[src/rtl/regfile_reader_pkg.sv]
// Shared definitions for the register-file burst reader: default widths,
// register count and the reader FSM state type.
package regfile_reader_pkg;

    localparam int DEFAULT_DATA_W = 32;
    localparam int DEFAULT_ADDR_W = 5;
    localparam int NUM_REGS       = 32;

    typedef enum logic [1:0] {
        IDLE   = 2'd0,
        FETCH  = 2'd1,
        STREAM = 2'd2
    } state_t;

endpackage

[src/rtl/regfile_reader_if.sv]
// Bundle of the reader's request, register-file read port and output stream
// signals. The master modport is the reader, the slave modport is everything
// around it (requester, register file and stream consumer).
interface regfile_reader_if
    import regfile_reader_pkg::*;
#(
    parameter int DATA_W = DEFAULT_DATA_W,
    parameter int ADDR_W = DEFAULT_ADDR_W
);

    logic              start;
    logic [ADDR_W-1:0] start_addr;
    logic [ADDR_W:0]   count;
    logic              abort;
    logic [ADDR_W-1:0] rf_raddr;
    logic [DATA_W-1:0] rf_rdata;
    logic              out_valid;
    logic              out_ready;
    logic [DATA_W-1:0] out_data;
    logic [ADDR_W-1:0] out_addr;
    logic              out_last;
    logic              busy;
    logic              done;

    modport master (
        input  start, start_addr, count, abort, rf_rdata, out_ready,
        output rf_raddr, out_valid, out_data, out_addr, out_last, busy, done
    );

    modport slave (
        output start, start_addr, count, abort, rf_rdata, out_ready,
        input  rf_raddr, out_valid, out_data, out_addr, out_last, busy, done
    );

endinterface

[src/rtl/regfile_reader.sv]
// Burst reader: walks a run of register-file indices (wrapping at the top)
// and streams each captured value out over a valid/ready handshake.
// cur_addr always points at the next index to capture, so the combinational
// read port already presents the following word when a handshake completes,
// giving one word per cycle under continuous out_ready.
module regfile_reader
    import regfile_reader_pkg::*;
#(
    parameter int DATA_W = DEFAULT_DATA_W,
    parameter int ADDR_W = DEFAULT_ADDR_W
) (
    input  logic             clk,
    input  logic             reset_n,
    regfile_reader_if.master bus
);

    localparam int              REGS    = 2 ** ADDR_W;
    localparam logic [ADDR_W:0] MAX_CNT = (ADDR_W + 1)'(REGS);
    localparam logic [ADDR_W:0] ONE     = (ADDR_W + 1)'(1);
    localparam logic [ADDR_W:0] TWO     = (ADDR_W + 1)'(2);

    state_t            state;
    logic [ADDR_W-1:0] cur_addr;
    logic [ADDR_W:0]   remaining;
    logic [ADDR_W:0]   count_clamped;
    logic [DATA_W-1:0] data_q;
    logic [ADDR_W-1:0] addr_q;
    logic              valid_q;
    logic              last_q;
    logic              busy_q;
    logic              done_q;

    assign bus.rf_raddr  = cur_addr;
    assign bus.out_data  = data_q;
    assign bus.out_addr  = addr_q;
    assign bus.out_valid = valid_q;
    assign bus.out_last  = last_q;
    assign bus.busy      = busy_q;
    assign bus.done      = done_q;

    // Limit the requested length to the number of registers available.
    always_comb begin
        count_clamped = bus.count;
        if (bus.count > MAX_CNT) begin
            count_clamped = MAX_CNT;
        end
    end

    // Burst FSM with all outputs registered; abort beats handshake and start.
    always_ff @(posedge clk or negedge reset_n) begin
        if (!reset_n) begin
            state     <= IDLE;
            cur_addr  <= '0;
            remaining <= '0;
            data_q    <= '0;
            addr_q    <= '0;
            valid_q   <= 1'b0;
            last_q    <= 1'b0;
            busy_q    <= 1'b0;
            done_q    <= 1'b0;
        end else begin
            done_q <= 1'b0;
            case (state)
                IDLE: begin
                    if (bus.start && (bus.count != '0) && !bus.abort) begin
                        cur_addr  <= bus.start_addr;
                        remaining <= count_clamped;
                        busy_q    <= 1'b1;
                        state     <= FETCH;
                    end
                end
                FETCH: begin
                    if (bus.abort) begin
                        state     <= IDLE;
                        valid_q   <= 1'b0;
                        last_q    <= 1'b0;
                        busy_q    <= 1'b0;
                        remaining <= '0;
                    end else begin
                        data_q   <= bus.rf_rdata;
                        addr_q   <= cur_addr;
                        valid_q  <= 1'b1;
                        last_q   <= (remaining == ONE);
                        cur_addr <= cur_addr + 1'b1;
                        state    <= STREAM;
                    end
                end
                STREAM: begin
                    if (bus.abort) begin
                        state     <= IDLE;
                        valid_q   <= 1'b0;
                        last_q    <= 1'b0;
                        busy_q    <= 1'b0;
                        remaining <= '0;
                    end else if (valid_q && bus.out_ready) begin
                        if (remaining == ONE) begin
                            state     <= IDLE;
                            valid_q   <= 1'b0;
                            last_q    <= 1'b0;
                            busy_q    <= 1'b0;
                            done_q    <= 1'b1;
                            remaining <= '0;
                        end else begin
                            data_q    <= bus.rf_rdata;
                            addr_q    <= cur_addr;
                            last_q    <= (remaining == TWO);
                            cur_addr  <= cur_addr + 1'b1;
                            remaining <= remaining - ONE;
                        end
                    end
                end
                default: begin
                    state   <= IDLE;
                    valid_q <= 1'b0;
                    last_q  <= 1'b0;
                    busy_q  <= 1'b0;
                end
            endcase
        end
    end

endmodule

[src/flat_wrapper.sv]
// flat-port wrapper written by rule: the top's interface ports become plain ports
module regfile_reader_flat import regfile_reader_pkg::*;
#(
    parameter int DATA_W = DEFAULT_DATA_W,
    parameter int ADDR_W = DEFAULT_ADDR_W
)
  (clk, reset_n, bus_start, bus_start_addr, bus_count, bus_abort, bus_rf_rdata, bus_out_ready, bus_rf_raddr, bus_out_valid, bus_out_data, bus_out_addr, bus_out_last, bus_busy, bus_done);
  regfile_reader_if #(.DATA_W(DATA_W), .ADDR_W(ADDR_W)) bus_i ();
  input  logic clk;
  input  logic reset_n;
  input wire logic [$bits(bus_i.start)-1:0] bus_start;
  input wire logic [$bits(bus_i.start_addr)-1:0] bus_start_addr;
  input wire logic [$bits(bus_i.count)-1:0] bus_count;
  input wire logic [$bits(bus_i.abort)-1:0] bus_abort;
  input wire logic [$bits(bus_i.rf_rdata)-1:0] bus_rf_rdata;
  input wire logic [$bits(bus_i.out_ready)-1:0] bus_out_ready;
  output wire logic [$bits(bus_i.rf_raddr)-1:0] bus_rf_raddr;
  output wire logic [$bits(bus_i.out_valid)-1:0] bus_out_valid;
  output wire logic [$bits(bus_i.out_data)-1:0] bus_out_data;
  output wire logic [$bits(bus_i.out_addr)-1:0] bus_out_addr;
  output wire logic [$bits(bus_i.out_last)-1:0] bus_out_last;
  output wire logic [$bits(bus_i.busy)-1:0] bus_busy;
  output wire logic [$bits(bus_i.done)-1:0] bus_done;
  assign bus_i.start = bus_start;
  assign bus_i.start_addr = bus_start_addr;
  assign bus_i.count = bus_count;
  assign bus_i.abort = bus_abort;
  assign bus_i.rf_rdata = bus_rf_rdata;
  assign bus_i.out_ready = bus_out_ready;
  assign bus_rf_raddr = bus_i.rf_raddr;
  assign bus_out_valid = bus_i.out_valid;
  assign bus_out_data = bus_i.out_data;
  assign bus_out_addr = bus_i.out_addr;
  assign bus_out_last = bus_i.out_last;
  assign bus_busy = bus_i.busy;
  assign bus_done = bus_i.done;
  regfile_reader #(.DATA_W(DATA_W), .ADDR_W(ADDR_W)) u_core (.clk(clk), .reset_n(reset_n), .bus(bus_i));
endmodule
[config.mk]
export PLATFORM = sky130hd
export DESIGN_NAME = regfile_reader_flat
export DESIGN_NICKNAME = d
export VERILOG_FILES = /design/src/rtl/regfile_reader_pkg.sv /design/src/rtl/regfile_reader_if.sv /design/src/rtl/regfile_reader.sv /design/src/flat_wrapper.sv
export SDC_FILE = /design/constraint.sdc
export NUM_CORES = 1
export LEC_CHECK = 0
export ABC_AREA = 0
export BUFFER_PORTS_ARGS = -buffer_cell sky130_fd_sc_hd__buf_2
export CAP_MARGIN = 20
export CORE_ASPECT_RATIO = 1.5
export CORE_MARGIN = 3
export CORE_UTILIZATION = 45
export CTS_BUF_LIST = sky130_fd_sc_hd__clkbuf_16
export DETAILED_ROUTE_END_ITERATION = 6
export GPL_TIMING_DRIVEN = 0
export HOLD_SLACK_MARGIN = 0.05
export PLACE_DENSITY_LB_ADDON = 0.1
export SLEW_MARGIN = 20
export SYNTH_ARGS = -nofsm -noshare
export SYNTH_HDL_FRONTEND = slang
export SYNTH_SLANG_ARGS = --single-unit
[constraint.sdc]
create_clock -name clk -period 2 [get_ports clk]
set_clock_uncertainty 0.2 [all_clocks]
set_input_delay 0 -clock clk [delete_from_list [all_inputs] [get_ports clk]]
set_output_delay 0 -clock clk [all_outputs]
set_load 0.005 [all_outputs]
==> results.md, run 1 <==
- CP max stage cell: dfrtp_2
- Worst hold path type: in -> async
- WL per Instance: 16.0 um
- Tot Pwr: 6.30 mW
- Fill count: 368
- Ports: 94
- Leak: 2.11 nW
- WP data required: 1970 ps
- Final setup fails: 46
- Fmax: 473 MHz
- Final hold violations: 0
- Initial Util: 47.3%
- I/O Buffers: 93
- Status: complete, but fails checks
- Slowest Stage Delay on Critical Path: 430 ps
- Largest net degree at the start of global routing: 55
- Crit path max fanout: 6
- Die height: 99.8 um
- Design area: 0.00424 mm^2
- Worst r2r src: u_core.remaining[3]$_DFFE_PN0P_
- Placed Area: 0.00322 mm^2
- Setup ws final: -115 ps
- Seq cells post-synth: 54
- Clk sinks: 54
- EDFF count, synth: 0
- Period utilization: 106%
- Clk slew on worst S/H paths: 70 ps
- Cell Rows: 33
- Initial antenna violation count: 1
- Mapped Nets: 258
- CTS tree: yes
- PD cells: 1490 mW/mm^2
- Avg Cell Area, Syn: 13.1 um^2
- P&R area growth vs syn: 60.9%
- Footprint of the multi-input gates: 0.00132 mm^2
- Vias in the first global route: 2291
- Tmin final: 2120 ps
- Register area: 0.00135 mm^2
- Die Footprint: 0.00683 mm^2
- Worst VDD drop: 0.000897 V
- Synthesized area: 0.00264 mm^2
- Post-synthesis cell count: 202
- GRT Total Usage: 20.1%
- Chip Width: 68.5 um
- Final wirelength: 7040 um
- RR Endpoint: u_core.bus.out_data[25]$_DFFE_PN0P_
- Fin nets: 424
- R2R depth: 7
- First-pass GRT wire length: 10600 um
- Worst setup path class: reg -> reg
- Final Max Tran Viols: 0
- Yosys cell types: 38
- Later-pin clock latency in the skew report: 280 ps
- Global route overflow: 0
- Max-cap check violation count: 0
- CP Launch Type: flip-flop
- Worst slew pin tran: 658 ps
- Slew Limit Headroom: 56.1%
- CTS Buffer Depth: 2
- Synth warn: 0
- Failing checks: setup timing
- Worst Path Arrival: 2080 ps
- Main synth FF type: dfrtp_1
- Reg2Reg Setup Slack: -120 ps
- Drt via density: 5.05
- Core Area: 0.00557 mm^2
- Clk root buf: clkbuf_16
- Number of CTS-inserted buffers: 5
- Post-DP HPWL: 4320 um
- H-tree Lvls: 2
- FFs w/ async S/R, synth: 100%
- Share of cells above drive strength 1: 51.8%
- Final ANT Viol Nets: 0
- # DRC: 0
- Via count: 2223
- GPL Wtd Cong: 0.868
- DRT iter0 DRCs: 79
- Post-synthesis sequential area ratio: 51.2%
- RSZ-0062 raised after global routing: true
- Crit path cell chain: nor4_4 > a21oi_2 > mux2i_1 > or2_4 > buf_8 > clkbuf_16 > mux2_4
- Drt pass-1 iters: 4
- Critical Path Sink Type: flip-flop
sequential cells by signal, summed over array words and instances, names as in the netlist:
register and count:
u_core.bus.out_data 32, u_core.bus.done 1, u_core.bus.out_last 1, u_core.bus.out_valid 1, u_core.bus.rf_raddr 5, u_core.bus.busy 1
u_core.state 2, u_core.remaining 6, u_core.bus.out_addr 5
worst max-delay path, delay by kind of cell, from the launching register on:
family / cells / cell delay (ps)
and+or+nand+nor: 2 / 540
buffers and inverters: 2 / 290
DFF: 1 / 430
muxes: 2 / 440
AOI/OAI and AO/OA: 1 / 90
synthesized netlist by cell type, types with 6 or more instances:
library cell	number	area, um^2
ha_1	8	100
a21oi_1	10	50.1
o21ai_0	13	65.1
nor2_1	11	41.3
mux2_2	8	90.1
nor3_1	6	30.0
mux2_4	30	450
dfrtp_1	54	1350
inv_1	7	26.3
nand2_1	6	22.5
nand3_1	9	45.0
repair_timing:
item / 4_1_cts / 5_1_grt
setup buffers: 12 / 4
endpoints found under the setup margin: 49 / 52
pin swaps: 7 / 6
cloned: 1 / 4
hold buffers: 46 / 0
endpoints found under the hold margin: 101 / 0
gates resized for setup: 27 / 20
area by class of cell:
cell class	instances	share of cell area, %
clock buffers	5	2.95
plain buffers	6	2.39
clock inverters	3	0.973
repair buffers	160	27.9
inverters	7	0.619
multi-input cells	134	31.2
diodes	1	0.0590
well taps	70	2.06
flip-flops and latches	54	31.9
placed cells by master, fill, tap and decap left out, types with 2 or more instances in the layout:
cell type,synthesis,layout
buf_2,1,92
dfrtp_1,54,53
dlygate4sd3_1,0,46
mux2_4,30,36
buf_4,0,13
nor2_1,11,9
nand3_1,9,9
clkbuf_16,0,9
a21oi_1,10,8
inv_1,7,6
nand2_1,6,6
nor3_1,6,5
o21ai_1,0,5
buf_6,1,5
nand2b_1,4,4
mux2i_1,4,4
buf_12,3,4
a32oi_1,4,4
o21ai_2,0,4
o21ai_0,13,4
ha_1,8,4
a21oi_2,1,3
ha_4,0,3
inv_2,0,2
nor4_4,1,2
buf_8,0,2
nand4b_1,2,2
nor2_2,0,2
mux2_2,8,2
power by group:
part	total, mW	switching (mW)	internal, mW	leakage (nW)
clock network	0.953	0.367	0.586	0.0812
registers	1.99	0.367	1.62	0.647
logic	3.36	1.37	1.99	1.38
logic make-up after synthesis:
logic type,Yosys count,synth area share (%)
flops,54,51.2
compound gates,39,9.39
buf+inv,14,4.17
mux,42,22.0
simple gates,45,9.39
fa+ha+maj,8,3.80
worst max path at each step:
stage	start	endpoint	slack, ps	cells past startpoint
4_1_cts	u_core.state[1]$_DFFE_PN0P_	u_core.remaining[1]$_DFFE_PN0P_	-120	8
5_1_grt	u_core.remaining[3]$_DFFE_PN0P_	u_core.bus.out_data[4]$_DFFE_PN0P_	-220	7
6_report	u_core.remaining[3]$_DFFE_PN0P_	u_core.bus.out_data[25]$_DFFE_PN0P_	-120	7
3_3_place_gp	u_core.state[1]$_DFFE_PN0P_	u_core.remaining[4]$_DFFE_PN0P_	-220	7
2_1_floorplan	u_core.state[0]$_DFFE_PN0P_	u_core.remaining[3]$_DFFE_PN0P_	-50	8
3_5_place_dp	u_core.state[1]$_DFFE_PN0P_	u_core.remaining[5]$_DFFE_PN0P_	-250	7
per-layer routing:
layer  GRT usage [%]  wire length, um  vias up
met5               0                0        -
met4            7.35              110        0
met3            3.95              443        8
met2            36.3             3950       74
met1            22.3             2540     1069
li1                -                -     1072
per-stage QoR:
step | instances | worst slack (ps) | utilization [%] | hold WS (ps) | setup TNS [ps]
after floorplan | 202 | -51.0 | - | -496 | -1420
after global placement | 365 | -221 | 57.7 | 31.8 | -8910
after detailed placement | 365 | -252 | 57.8 | -119 | -10200
after CTS | 431 | -115 | 72.6 | 120 | -3020
after global routing | 440 | -219 | 76.1 | 158 | -8970
final | 440 | -115 | 76.1 | 87.3 | -3690
No activity file was read; power rests on OpenSTA's default activity.
==> run 2: changes to the inputs <==
- PLACE_DENSITY: default -> 0.76
- PLACE_DENSITY_LB_ADDON: 0.1 -> default
==> results.md, run 2 (synthesized netlist as in run 1, its figures left out) <==
- Fin nets: 424 (unchanged)
- Clk sinks: 54 (unchanged)
- Critical Path Sink Type: flip-flop
- Worst Path Arrival: 2160 ps (+80 ps)
- Cell Rows: 33 (unchanged)
- Register area: 0.00135 mm^2 (about the same)
- Tot Pwr: 6.26 mW (-0.65%)
- CP Launch Type: flip-flop
- Number of CTS-inserted buffers: 5 (unchanged)
- Final ANT Viol Nets: 0 (unchanged)
- GPL Wtd Cong: 0.903 (+4.0%)
- Fin cells: 439 (-0.23%)
- R2R depth: 9 (+2)
- Worst slew pin tran: 662 ps (+3.65 ps)
- Vias in the first global route: 2475 (+8.0%)
- CTS tree: yes
- Leak: 2.07 nW (-2.0%)
- RR Endpoint: u_core.bus.rf_raddr[4]$_DFFE_PN0P_
- RSZ-0062 raised after global routing: true
- Via count: 2365 (+6.4%)
- Fmax: 455 MHz (-3.8%)
- Crit path max fanout: 6 (unchanged)
- TNS Setup: -5020 ps (-1320 ps)
- Footprint of the multi-input gates: 0.00136 mm^2 (+2.9%)
- Initial antenna violation count: 0 (-1)
- Share of cells above drive strength 1: 52.7% (+0.96 points)
- Initial Util: 47.3% (unchanged)
- Reg2Reg Setup Slack: -200 ps (-80 ps)
- Number of flip-flops in the largest register: 32 (unchanged)
- First-pass GRT wire length: 12100 um (+14%)
- Final wirelength: 8380 um (+19%)
- Crit path from: u_core.state[0]$_DFFE_PN0P_
- Die height: 99.8 um (unchanged)
- Later-pin clock latency in the skew report: 280 ps (about the same)
- Fill count: 308 (-16%)
- Worst VDD drop: 0.000730 V (-19%)
- Period utilization: 110% (+4.2 points)
- # DRC: 0 (unchanged)
- Most frequent cells in the layout: buf_2, dfrtp_1, dlygate4sd3_1
- Core Area: 0.00557 mm^2 (unchanged)
- I/O Buffers: 93 (unchanged)
- Final Max Tran Viols: 0 (unchanged)
- PD cells: 1500 mW/mm^2 (+0.78%)
- Global route overflow: 0 (unchanged)
- WL per Instance: 19.1 um (+19%)
- Drt pass-1 iters: 4 (unchanged)
- Commonest non-fill, non-tap cell in the layout: buf_2
- Largest net degree at the start of global routing: 55 (unchanged)
- Worst hold path type: in -> async
- H-tree Lvls: 2 (unchanged)
- CTS Buffer Depth: 2 (unchanged)
- Placed Cells: 365 (unchanged)
- P&R area growth vs syn: 58.6%
- Tmin final: 2200 ps (+84.5 ps)
- Failing checks: setup timing
- GRT Total Usage: 23.3% (+3.2 points)
- Worst setup path class: reg -> reg
- Worst r2r src: u_core.state[0]$_DFFE_PN0P_
- Status: complete, but fails checks
- Chip Width: 68.5 um (unchanged)
- Ports: 94 (unchanged)
- Clk slew on worst S/H paths: 70 ps (about the same)
- Final hold violations: 0 (unchanged)
- Post-DP HPWL: 4270 um (-1.0%)
- Clk root buf: clkbuf_16
- Slew Limit Headroom: 55.9% (-0.24 points)
- DRT iter0 DRCs: 167 (+110%)
- Max-cap check violation count: 0 (unchanged)
- Drt via density: 5.39 (+6.6%)
- Final setup fails: 48 (+4.3%)
- Setup ws final: -200 ps (-84.5 ps)
- WP data required: 1960 ps (about the same)
- Die Footprint: 0.00683 mm^2 (unchanged)
[run 2: changes by cell type in the layout (fill, tap and decap cells not counted), moves of 2 or more]
cell       delta
mux2_2        -2
nor2_2        -2
o21ai_1       -2
nor2_1        +2
mux2_4        +2
o21ai_2       +2
clkbuf_16     -4
buf_4         +4
[run 2: layout make-up]
type	count	share of cell area, %
Timing Repair Buffer	160	26.6
Clock buffer	5	2.99
Multi-Input combinational cell	134	32.6
Buffer	6	2.33
Clock inverter	2	0.359
Sequential cell	54	32.4
Tap cell	70	2.09
Inverter	7	0.628
Antenna cell	1	0.0598
[run 2: layer usage]
layer  GRT usage [%]  wire, um
met5               0         0
met4            11.8       316
met3            4.41       534
met2            40.1      4420
met1            26.4      3120
[run 2: per-stage QoR]
| step | util [%] | area, um^2 | hold slack, ps | setup WS (ps) |
|---|---|---|---|---|
| final | 75.1 | 4180 | 94.1 | -200 |
| after global routing | 75.0 | 4180 | 158 | -215 |
| after CTS | 72.3 | 4030 | 128 | -104 |
| after detailed placement | 57.8 | 3220 | -122 | -354 |
| after global placement | 57.7 | 3220 | 32.5 | -265 |
| after floorplan | - | 2670 | -496 | -51.0 |
[run 2: critical path, cell delays in order (launching register included)]
cell     delay, ps
dfrtp_1        390
inv_2           80
ha_4           170
nor4b_4        130
a22o_1         250
buf_6          130
nor4_4         210
buf_6          190
mux2i_1        230
nand3_1        100
[run 2: worst max-delay path by stage]
stage                                         endpoint  slack, ps  cells past startpoint
global route        u_core.bus.rf_raddr[4]$_DFFE_PN0P_       -220                      9
detailed placement  u_core.bus.rf_raddr[3]$_DFFE_PN0P_       -350                      8
finish              u_core.bus.rf_raddr[4]$_DFFE_PN0P_       -200                      9
global placement    u_core.bus.rf_raddr[4]$_DFFE_PN0P_       -260                      8
floorplan              u_core.remaining[3]$_DFFE_PN0P_        -50                      8
CTS                    u_core.remaining[1]$_DFFE_PN0P_       -100                      8
[run 2: power by group]
| group | switching, mW | total, mW | internal, mW |
|---|---|---|---|
| Combinational | 1.47 | 3.40 | 1.93 |
| Clock | 0.376 | 0.833 | 0.457 |
| Sequential | 0.407 | 2.03 | 1.62 |
| Total | 2.25 | 6.26 | 4.01 |
[run 2: repair_timing]
item,4_1_cts,5_1_grt
hold buffers,46,0
hold endpoints to repair,102,0
buffers inserted,15,5
pin swaps,8,7
cloned,1,0
gates resized for setup,26,27
setup endpoints to repair,49,49
